[src/rtl/mux_4x1_arbiter.sv]
// Round-robin arbiter that owns the select lines of a shared 4x1 mux.
// One requester holds the mux until it releases or until its hold budget
// runs out while others are waiting. All outputs are registered.
module mux_4x1_arbiter #(
    parameter int unsigned HOLD_MAX = 8
) (
    input  logic       gclk,
    input  logic       grst_n,
    input  logic [3:0] req,
    output logic [3:0] gnt,
    output logic       s1,
    output logic       s0,
    output logic       valid
);

    typedef enum logic {IDLE, GRANT} state_t;

    state_t     state, state_nxt;
    logic [1:0] owner, owner_nxt;
    logic [1:0] last, last_nxt;
    logic [7:0] hold_cnt, hold_nxt;
    logic [3:0] gnt_nxt;
    logic [1:0] sel_nxt;
    logic       valid_nxt;

    logic [1:0] win;
    logic [1:0] idx;
    logic       others;
    logic       hold_hit;
    logic       do_grant, do_idle, do_renew, do_inc;

    // Round-robin winner: first requester after `last`; scanning from the far
    // end down lets the nearest hit overwrite. Offset 4 wraps back to `last`.
    always_comb begin
        win = 2'd0;
        idx = 2'd0;
        for (int k = 4; k >= 1; k--) begin
            idx = last + 2'(k);
            if (req[idx]) win = idx;
        end
    end

    // Contention and hold-expiry status for the current owner.
    always_comb begin
        others   = |(req & ~(4'b0001 << owner));
        hold_hit = (hold_cnt == 8'(HOLD_MAX));
    end

    // State register.
    always_ff @(posedge gclk or negedge grst_n) begin
        if (!grst_n) state <= IDLE;
        else         state <= state_nxt;
    end

    // Next-state and action selection; release outranks hold expiry.
    always_comb begin
        state_nxt = state;
        do_grant  = 1'b0;
        do_idle   = 1'b0;
        do_renew  = 1'b0;
        do_inc    = 1'b0;
        case (state)
            IDLE: begin
                if (|req) begin
                    do_grant  = 1'b1;
                    state_nxt = GRANT;
                end
            end
            GRANT: begin
                if (!req[owner]) begin
                    if (others) begin
                        do_grant = 1'b1;
                    end else begin
                        do_idle   = 1'b1;
                        state_nxt = IDLE;
                    end
                end else if (hold_hit) begin
                    if (others) do_grant = 1'b1;
                    else        do_renew = 1'b1;
                end else begin
                    do_inc = 1'b1;
                end
            end
            default: state_nxt = IDLE;
        endcase
    end

    // Next values of the registered outputs and bookkeeping; selects are
    // left alone on idle so the mux keeps routing the last owner.
    always_comb begin
        gnt_nxt   = gnt;
        sel_nxt   = {s1, s0};
        valid_nxt = valid;
        owner_nxt = owner;
        last_nxt  = last;
        hold_nxt  = hold_cnt;
        if (do_grant) begin
            gnt_nxt   = 4'b0001 << win;
            sel_nxt   = win;
            valid_nxt = 1'b1;
            owner_nxt = win;
            last_nxt  = win;
            hold_nxt  = 8'd1;
        end
        if (do_idle) begin
            gnt_nxt   = 4'b0000;
            valid_nxt = 1'b0;
        end
        if (do_renew) hold_nxt = 8'd1;
        if (do_inc)   hold_nxt = hold_cnt + 8'd1;
    end

    // Output and pointer registers; pointer resets to 3 so requester 0 leads.
    always_ff @(posedge gclk or negedge grst_n) begin
        if (!grst_n) begin
            gnt      <= 4'b0000;
            s1       <= 1'b0;
            s0       <= 1'b0;
            valid    <= 1'b0;
            owner    <= 2'd0;
            last     <= 2'd3;
            hold_cnt <= 8'd0;
        end else begin
            gnt      <= gnt_nxt;
            {s1, s0} <= sel_nxt;
            valid    <= valid_nxt;
            owner    <= owner_nxt;
            last     <= last_nxt;
            hold_cnt <= hold_nxt;
        end
    end

endmodule
[config.mk]
export PLATFORM = sky130hd
export DESIGN_NAME = mux_4x1_arbiter
export DESIGN_NICKNAME = d
export VERILOG_FILES = /design/src/rtl/mux_4x1_arbiter.sv
export SDC_FILE = /design/constraint.sdc
export NUM_CORES = 1
export LEC_CHECK = 0
export CAP_MARGIN = 25
export CORE_MARGIN = 4
export CORE_UTILIZATION = 60
export CTS_BUF_LIST = sky130_fd_sc_hd__clkbuf_4 sky130_fd_sc_hd__clkbuf_8
export CTS_CLUSTER_DIAMETER = 120
export CTS_CLUSTER_SIZE = 40
export DETAILED_ROUTE_END_ITERATION = 16
export PLACE_DENSITY_LB_ADDON = 0.3
export RECOVER_POWER = 25
export SETUP_SLACK_MARGIN = 0.4
export SLEW_MARGIN = 20
export SYNTH_ARGS = -nofsm -noshare
export SYNTH_HDL_FRONTEND = slang
export SYNTH_SLANG_ARGS = --single-unit
[constraint.sdc]
create_clock -name gclk -period 3.35 [get_ports gclk]
set_input_delay 0.67 -clock gclk [delete_from_list [all_inputs] [get_ports gclk]]
set_output_delay 0.67 -clock gclk [all_outputs]
set_load 0.03 [all_outputs]
### Word level (Yosys, flattened, before mapping)

Index checks and enable logic that the tools add are counted.

* order comparisons: 5
* eq/ne operators: 1
* reduce and logical (&&, ||, !) cells: 4
* add/sub/neg operators: 4
* muxes and demuxes: 37
* shift-type cells: 2
* bitwise logic cells: 3

Operator list (count)
* $mux 8: 3
* $mux 1: 21
* $lt 2x3->1 const B: 5
* $bmux 1 s2: 5
* $add 8x1->8 const B: 1
* $eq 8x4->1 const B: 1
* $mux 2: 4
* $mux 4: 2
* $reduce_or 4->1: 2
* $shl 1x2->4 const A: 2
* $add 2x2->2 const B: 2
* $and 4x4->4: 1
* $not 4->4: 1
* $pmux 1 s2: 2
* $reduce_bool 3->1: 1
* $add 2x1->2 const B: 1
* $reduce_bool 2->1: 1
* $not 1->1: 1

* bits of input ports: 6
* output and inout port bits: 7
* register bits after elaboration: 20
* logic and storage cells: 64

### Logic depth before layout (Yosys ltp)

Gate-level depths: netlist (run 1).

* word-level depth: 11
* gate-level depth with buffers: 8

### Worst setup path before layout (run 1)

Ideal clock, no wire load.

* path type: register to register
* start point: register owner[0]
* end point: register hold_cnt[5]
* cell stages (with the launch flop): 7
* library setup time: 82 ps
* data arrival time: 2136 ps
* slack: 1132 ps
* period minus slack after synthesis: 2218 ps
* cells stage by stage: dfrtp_1 mux2_2 or4b_1 a211o_1 nand2b_1 inv_1 a31oi_1

* cells in the longest elaborated chain, start to end: 10
* elaborated cells on any way between the ends: 19
* those cells by class: shift (1); mux (14); bitwise (2); reduce/logical (2)

Ends and longest elaborated chain
* start, declared: RTL line 19 `logic [1:0] owner, owner_nxt;`
* start signal, assigned: RTL line 127 `owner <= owner_nxt;`
* $shl 1x2->4: RTL line 45 `others = |(req & ~(4'b0001 << owner));`
* $not 4->4: RTL line 45
* $and 4x4->4: RTL line 45
* $reduce_or 4->1: RTL line 45
* $mux 1: RTL line 78 `if (others) do_grant = 1'b1;`
* $mux 1: RTL line 77 `end else if (hold_hit) begin`
* $mux 1: RTL line 70 `if (!req[owner]) begin`
* $mux 1: RTL line 62 `case (state)`
* $mux 8: RTL line 109 `if (do_renew) hold_nxt = 8'd1;`
* $mux 8: RTL line 110 `if (do_inc) hold_nxt = hold_cnt + 8'd1;`
* end signal, assigned: RTL line 129 `hold_cnt <= hold_nxt;`
* end, declared: RTL line 21 `logic [7:0] hold_cnt, hold_nxt;`

Parallel ways exist; a longest one is shown, timed or not. The select of a mux whose other input is x is not followed.
A chain may end at the register's enable or synchronous reset.

### Worst setup path after layout (run 1)

* start point: input port req[3]
* end point: register hold_cnt[5]

* cells in the longest elaborated chain, start to end: 8
* elaborated cells on any way between the ends: 19
* those cells by class: mux (15); bitwise (1); reduce/logical (3)

Ends and longest elaborated chain
* start, declared: RTL line 9 `input logic [3:0] req,`
* $and 4x4->4: RTL line 45
* $reduce_or 4->1: RTL line 45
* $mux 1: RTL line 78
* $mux 1: RTL line 77
* $mux 1: RTL line 70
* $mux 1: RTL line 62
* $mux 8: RTL line 109
* $mux 8: RTL line 110

Parallel ways exist; a longest one is shown, timed or not. The select of a mux whose other input is x is not followed.

==> results of run 1 <==
-- flip-flops by register name, indices dropped and copies added, names as in the netlist --
| name | cells |
|---|---|
| valid | 1 |
| state | 1 |
| owner | 1 |
| hold_cnt | 8 |
| gnt | 4 |
| s1 | 1 |
| last | 2 |
-- routing by layer --
layer	global-route usage	vias up
li1	-	410
met1	0.291	419
met2	0.306	19
met3	0.0489	6
met4	0.0806	0
met5	0	-
-- stage by stage --
step | instances | setup slack (ns) | hold WS (ns) | util
CTS | 133 | 0.657 | 0.529 | 0.762
floorplan | 101 | 1.13 | 0.374 | -
detailed placement | 129 | 0.354 | 0.495 | 0.738
finish | 133 | 0.616 | 0.521 | 0.762
global route | 133 | 0.486 | 0.572 | 0.762
global placement | 129 | 0.436 | 0.496 | 0.738
-- kinds of logic (layout without fill, tap and decap cells) --
family / Yosys count / after routing
AND/OR/NAND/NOR: 34 / 34
AO/OA/AOI/OAI: 32 / 32
flip-flops: 18 / 18
buffers and inverters: 9 / 25
multiplexers: 4 / 4
adder cells (fa/ha/maj): 2 / 2
XOR/XNOR: 2 / 2
-- power groups by stage --
stage / clock, mW / sequential, mW / combinational [mW]
final: 0.130 / 0.380 / 0.500
after global routing: 0.148 / 0.394 / 0.552
after CTS: 0.133 / 0.379 / 0.504
after detailed placement: 0 / 0.382 / 0.499
after global placement: 0 / 0.376 / 0.485
after floorplan: 0 / 0.433 / 0.306
-- synth_stat cells, types with 2 or more instances --
master	number
a21oi_1	6
a31o_1	2
a31oi_1	4
and3_1	3
dfrtp_1	16
dfstp_2	2
ha_1	2
inv_1	8
mux2i_1	2
nand2_1	7
nand2b_1	3
nand3_1	2
nor2_1	4
nor2b_1	2
nor3_1	4
nor4_1	2
o211ai_1	2
o21ai_0	9
or3_1	3
xnor2_1	2
-- final timing paths --
path / endpoint / startpoint / cells after the start
worst max-delay path: hold_cnt[5] / req[3] / 7
worst min-delay path: gnt[2] / gnt[2] / 1
worst max register to register: gnt[2] / hold_cnt[0] / 7
worst min register to register: gnt[2] / gnt[2] / 1
max in group asynchronous: s1 / grst_n / 1
min in group asynchronous: hold_cnt[6] / grst_n / 1
-- worst max-delay path: stages --
cell             delay, ns
clkdlybuf4s50_1       0.54
mux2_2                0.32
or4b_1                0.52
a211o_1               0.36
nand2b_1              0.16
inv_1                 0.14
a31oi_1               0.22
-- final cells by class --
cell class | instances | area share
Clock buffer | 4 | 0.0306
Inverter | 8 | 0.0253
Multi-Input combinational cell | 74 | 0.438
Sequential cell | 18 | 0.381
Tap cell | 16 | 0.0169
Timing Repair Buffer | 13 | 0.107
-- placed cells by master, fill, tap and decap left out, types with 2 or more instances in the layout --
cell and count:
clkbuf_4 3, clkdlybuf4s50_1 11, nand2b_1 3, and3_1 3
a21oi_1 6, nor4_1 2, a31o_1 2, dfrtp_1 16
ha_1 2, nor2b_1 2, inv_1 8, a31oi_1 4
o211ai_1 2, nor2_1 4, xnor2_1 2, o21ai_0 9
nand2_1 7, mux2i_1 2, nand3_1 2, dfstp_2 2
nor3_1 4, or3_1 3
==> out/results.ini, run 1 <==
[floorplan]
core_sq_um = 1560
rows = 14
start_util = 0.651
die_w_microns = 49.1
dieArea_sq_um = 2410
io_pins = 13
die_h_microns = 49.1

[power_and_ir_drop]
p_comb_frac = 0.495
p_clk_frac = 0.129
totalPowerFinal_mw = 1.01
switchingPower_mw = 0.429
p_leak_nw = 0.513
vdd_drop_max_uv = 613
power_density_nw_per_um2 = 851
p_seq_frac = 0.376
intPower_mw = 0.581
switching_share = 0.425

[setup_path]
cp_max_fo = 9
ff2ff_setup_slack_ns = 0.95
critPathRequiredTime_ns = 3.56
startpoint_type = primary input
crit_type = primary input to register
critPathCaptureType = register
arrival_ns = 2.94

[place]
gp_congestion = 0.829
hpwl_mm = 1.61
io_buffer_count = 12
place_area_sq_um = 1150

[drt]
drc = 0
ant_nets = 0
wire_per_inst_microns = 16.4
wl_met3_microns = 93
route.vias.total = 854
routed_wl_mm = 2.19
drt_iter0_markers = 31
met2_length_mm = 1.02
met1_length_mm = 1.03
drt-pass1-iter-count = 4
topRoutingLayerUsed = met4
vias_per_cell = 6.42

[clock_network]
clock_sinks = 18
hold_buffers = 0
cts_root_buf = clkbuf_4
clk_latency_ns = 0.29
clk_path_buf_depth = 2
cts_tree = built
cts_buffers = 3
path_clk_slew_ns = 0.10
post_cts_resized = 0
cts_setup_buffers = 0
htree_levels = 1

[logic_synthesis]
synth_top_area_frac = 0.395
yosys.area_share.simple = 0.186
synth-seq-cells = 18
syn_nets = 109
yosys_warnings = 0
synth_ff_type = dfrtp_1
synth-xor-area-share = 0.0173
netlist_area_sq_um = 1010
syn_inst = 101
ys_async_sr_fraction = 1.00
synth_edf_count = 0
ys_seq_area_frac = 0.446
synth_fa_ha_area_frac = 0.0247
synth_area_leaders = dfrtp_1 (39%), dfstp_2 (5.2%), o21ai_0 (4.4%), a21oi_1 (3.0%), inv_1 (3.0%)
avgSynthCellArea_sq_um = 10.0
synth_compound_area_frac = 0.232
muxShareOfSynthArea = 0.0530
ys_types = 36
yosys.area.top_type = dfrtp_1
synth_top_family_by_area = compound AO/OA/AOI/OAI gates

[min_path]
hold_class = register to register

[grt]
grt_pass1_wl_mm = 3.86
first_global_vias = 815
grt_use_total = 0.207
grt_overflow = 0
antenna_found_initial = 0
grt_max_degree = 19

[sta]
slew-limit-headroom = 0.478
hold_violations = 0
drv_slew = 0
setup_viol = 0
fin_crit_sh = 0.816
tns_ns = 0
rsz0062_at_grt = false
finalClockSkew_ns = 0.00332
min_period_ns = 2.73
max_slew.worst_pin.slew_ns = 0.780
fmax_mhz = 366

[layout]
drive_above_1_share = 0.103
antenna_cells = 0
layout.nets = 126
fill_cells = 112
area_growth_pct = 17.0
multiInputGateArea_sq_um = 520
fin_area_sq_um = 1190
seq_area_sq_um = 453

[run]
maxCapViolCount = 0

[outcome]
status = finished clean

Note: power is estimated with default switching activity, not from simulation.
==> run 2: changes to the inputs <==
--- a/config.mk
+++ b/config.mk
@@ -7,7 +7,7 @@
 export LEC_CHECK = 0
 export CAP_MARGIN = 25
 export CORE_MARGIN = 4
-export CORE_UTILIZATION = 60
+export CORE_UTILIZATION = 51
 export CTS_BUF_LIST = sky130_fd_sc_hd__clkbuf_4 sky130_fd_sc_hd__clkbuf_8
 export CTS_CLUSTER_DIAMETER = 120
 export CTS_CLUSTER_SIZE = 40
==> constraint.sdc (replaced) <==
create_clock -name gclk -period 2.37 [get_ports gclk]
set_input_delay 0.474 -clock gclk [delete_from_list [all_inputs] [get_ports gclk]]
set_output_delay 0.474 -clock gclk [all_outputs]
set_load 0.03 [all_outputs]
==> out/results.ini, run 2 (same netlist as run 1, synthesis figures left out) <==
[layout]
final_cell_mix = buf_4 (16), dfrtp_1 (15), clkdlybuf4s50_1 (9)
top_regs = hold_cnt: 8 flops, gnt: 4 flops, last: 2 flops
fin_cells = 162
utilization = 0.848
layout_commonest_cell = buf_4
max_flop_register = hold_cnt
area_growth_pct = 50.6
largest_register_ffs = 8
layout.nets = 146
antenna_cells = 0
drive_above_1_share = 0.438

[run]
maxCapViolCount = 0

[floorplan]
io_pins = 13
die_h_microns = 52.6
die_w_microns = 52.6
rows = 15
dieArea_sq_um = 2770
start_util = 0.563
core_sq_um = 1800

[clock_network]
hold_buffers = 0
clk_latency_ns = 0.29
htree_levels = 1
cts_root_buf = clkbuf_4
clock_sinks = 18
path_clk_slew_ns = 0.11
clk_path_buf_depth = 2
cts_tree = built
cts_buffers = 3

[setup_path]
startpoint_type = register
ff2ff_path_depth = 8
crit_type = register to register
ff2ff_setup_slack_ns = 0.14
arrival_ns = 2.42
cp_max_fo = 4
critPathRequiredTime_ns = 2.56
reg2reg_to = hold_cnt[7]
critPathCaptureType = register
rr_startpoint = hold_cnt[1]

[sta]
setup_viol = 0
fmax_mhz = 449
max_slew.worst_pin.slew_ns = 0.893
fin_crit_sh = 0.940
setup_ws_ns = 0.143
rsz0062_at_grt = true
slew-limit-headroom = 0.405
tns_ns = 0
hold_violations = 0
drv_slew = 0
min_period_ns = 2.23
finalClockSkew_ns = 0.00492

[drt]
vias_per_cell = 6.19
route.vias.total = 1002
ant_nets = 0
drt_iter0_markers = 29
wire_per_inst_microns = 18.5
drc = 0
routed_wl_mm = 3.00
drt-pass1-iter-count = 4

[min_path]
hold_class = register to register
whs_path_depth = 1
hp-start = gnt[0]
holdPathEnd = gnt[0]

[grt]
grt_use_total = 0.228
grt_pass1_wl_mm = 4.51
grt_overflow = 0
grt_max_degree = 14
grt_most_used_layer = met2
grt.met2_usage = 0.444
grtUsageMet1 = 0.246
first_global_vias = 999
use_met3 = 0.0256
antenna_found_initial = 0

[place]
gp_congestion = 0.775
dp_slack_ns = -0.159
io_buffer_count = 12
hpwl_mm = 1.86
dp_cells = 154

[power_and_ir_drop]
power_density_nw_per_um2 = 1270
switchingPower_mw = 0.856
p_leak_nw = 0.650
p_clk_frac = 0.101
vdd_drop_max_uv = 969
p_seq_frac = 0.278
intPower_mw = 1.08
p_comb_frac = 0.621
switching_share = 0.441

[outcome]
status = finished clean

run 2: worst max path at each step:
stage,from,slack [ns],end,depth (start not counted)
after floorplan,hold_cnt[0],0.17,gnt[0],8
after global placement,req[3],-0.12,gnt[1],7
after detailed placement,req[3],-0.16,gnt[3],7
after CTS,hold_cnt[1],0.11,gnt[2],7
after global routing,hold_cnt[1],0.05,hold_cnt[7],8
final,hold_cnt[1],0.14,hold_cnt[7],8
run 2: stage by stage:
step | cell area (sq um) | hold WS (ns) | total power [mW]
floorplan | 1030 | 0.178 | 1.07
global placement | 1300 | 0.489 | 1.34
detailed placement | 1300 | 0.495 | 1.38
CTS | 1450 | 0.529 | 1.78
global route | 1530 | 0.546 | 2.04
finish | 1530 | 0.529 | 1.94
run 2: power by group through the flow:
stage | registers (mW) | clock network [mW] | logic, mW
detailed placement | 0.530 | 0 | 0.849
CTS | 0.526 | 0.196 | 1.05
finish | 0.538 | 0.196 | 1.20
global route | 0.551 | 0.209 | 1.28
global placement | 0.525 | 0 | 0.815
floorplan | 0.615 | 0 | 0.455
run 2: what timing repair did:
action                     in CTS  in global routing
hold endpoints to repair        0                  0
pin swaps                      12                  8
setup endpoints to repair      18                 18
gates resized for setup        26                 20
setup buffers                   3                  0
gates cloned                    1                  0
run 2: final cells by class:
cell class | count | area (sq um)
fill | 108 | 274
inverter | 8 | 30.0
sequential | 18 | 454
timing repair buffer | 32 | 283
tap | 25 | 31.3
multi-input combinational | 75 | 693
clock buffer | 4 | 36.3
run 2: layer usage:
metal / vias up / share of wire
li1: 450 / -
met1: 516 / 0.40
met2: 26 / 0.55
met3: 10 / 0.021
met4: 0 / 0.023
met5: - / 0
run 2: worst max-delay path, cell delays in order, from the launching register on:
cell and delay (ns):
dfrtp_1 0.42, inv_2 0.10, ha_4 0.13, or4b_4 0.47, o41ai_4 0.35, buf_4 0.20
nor2_4 0.04, and3_4 0.17, a221o_1 0.25
==> run 3: changes to the inputs <==
--- a/config.mk
+++ b/config.mk
@@ -10,7 +10,7 @@
 export CORE_UTILIZATION = 51
 export CTS_BUF_LIST = sky130_fd_sc_hd__clkbuf_4 sky130_fd_sc_hd__clkbuf_8
 export CTS_CLUSTER_DIAMETER = 120
-export CTS_CLUSTER_SIZE = 40
+export CTS_CLUSTER_SIZE = 30
 export DETAILED_ROUTE_END_ITERATION = 16
 export PLACE_DENSITY_LB_ADDON = 0.3
 export RECOVER_POWER = 25
==> results of run 3 <==
Same layout as run 2: the final DEF is identical, and so are final timing and power.
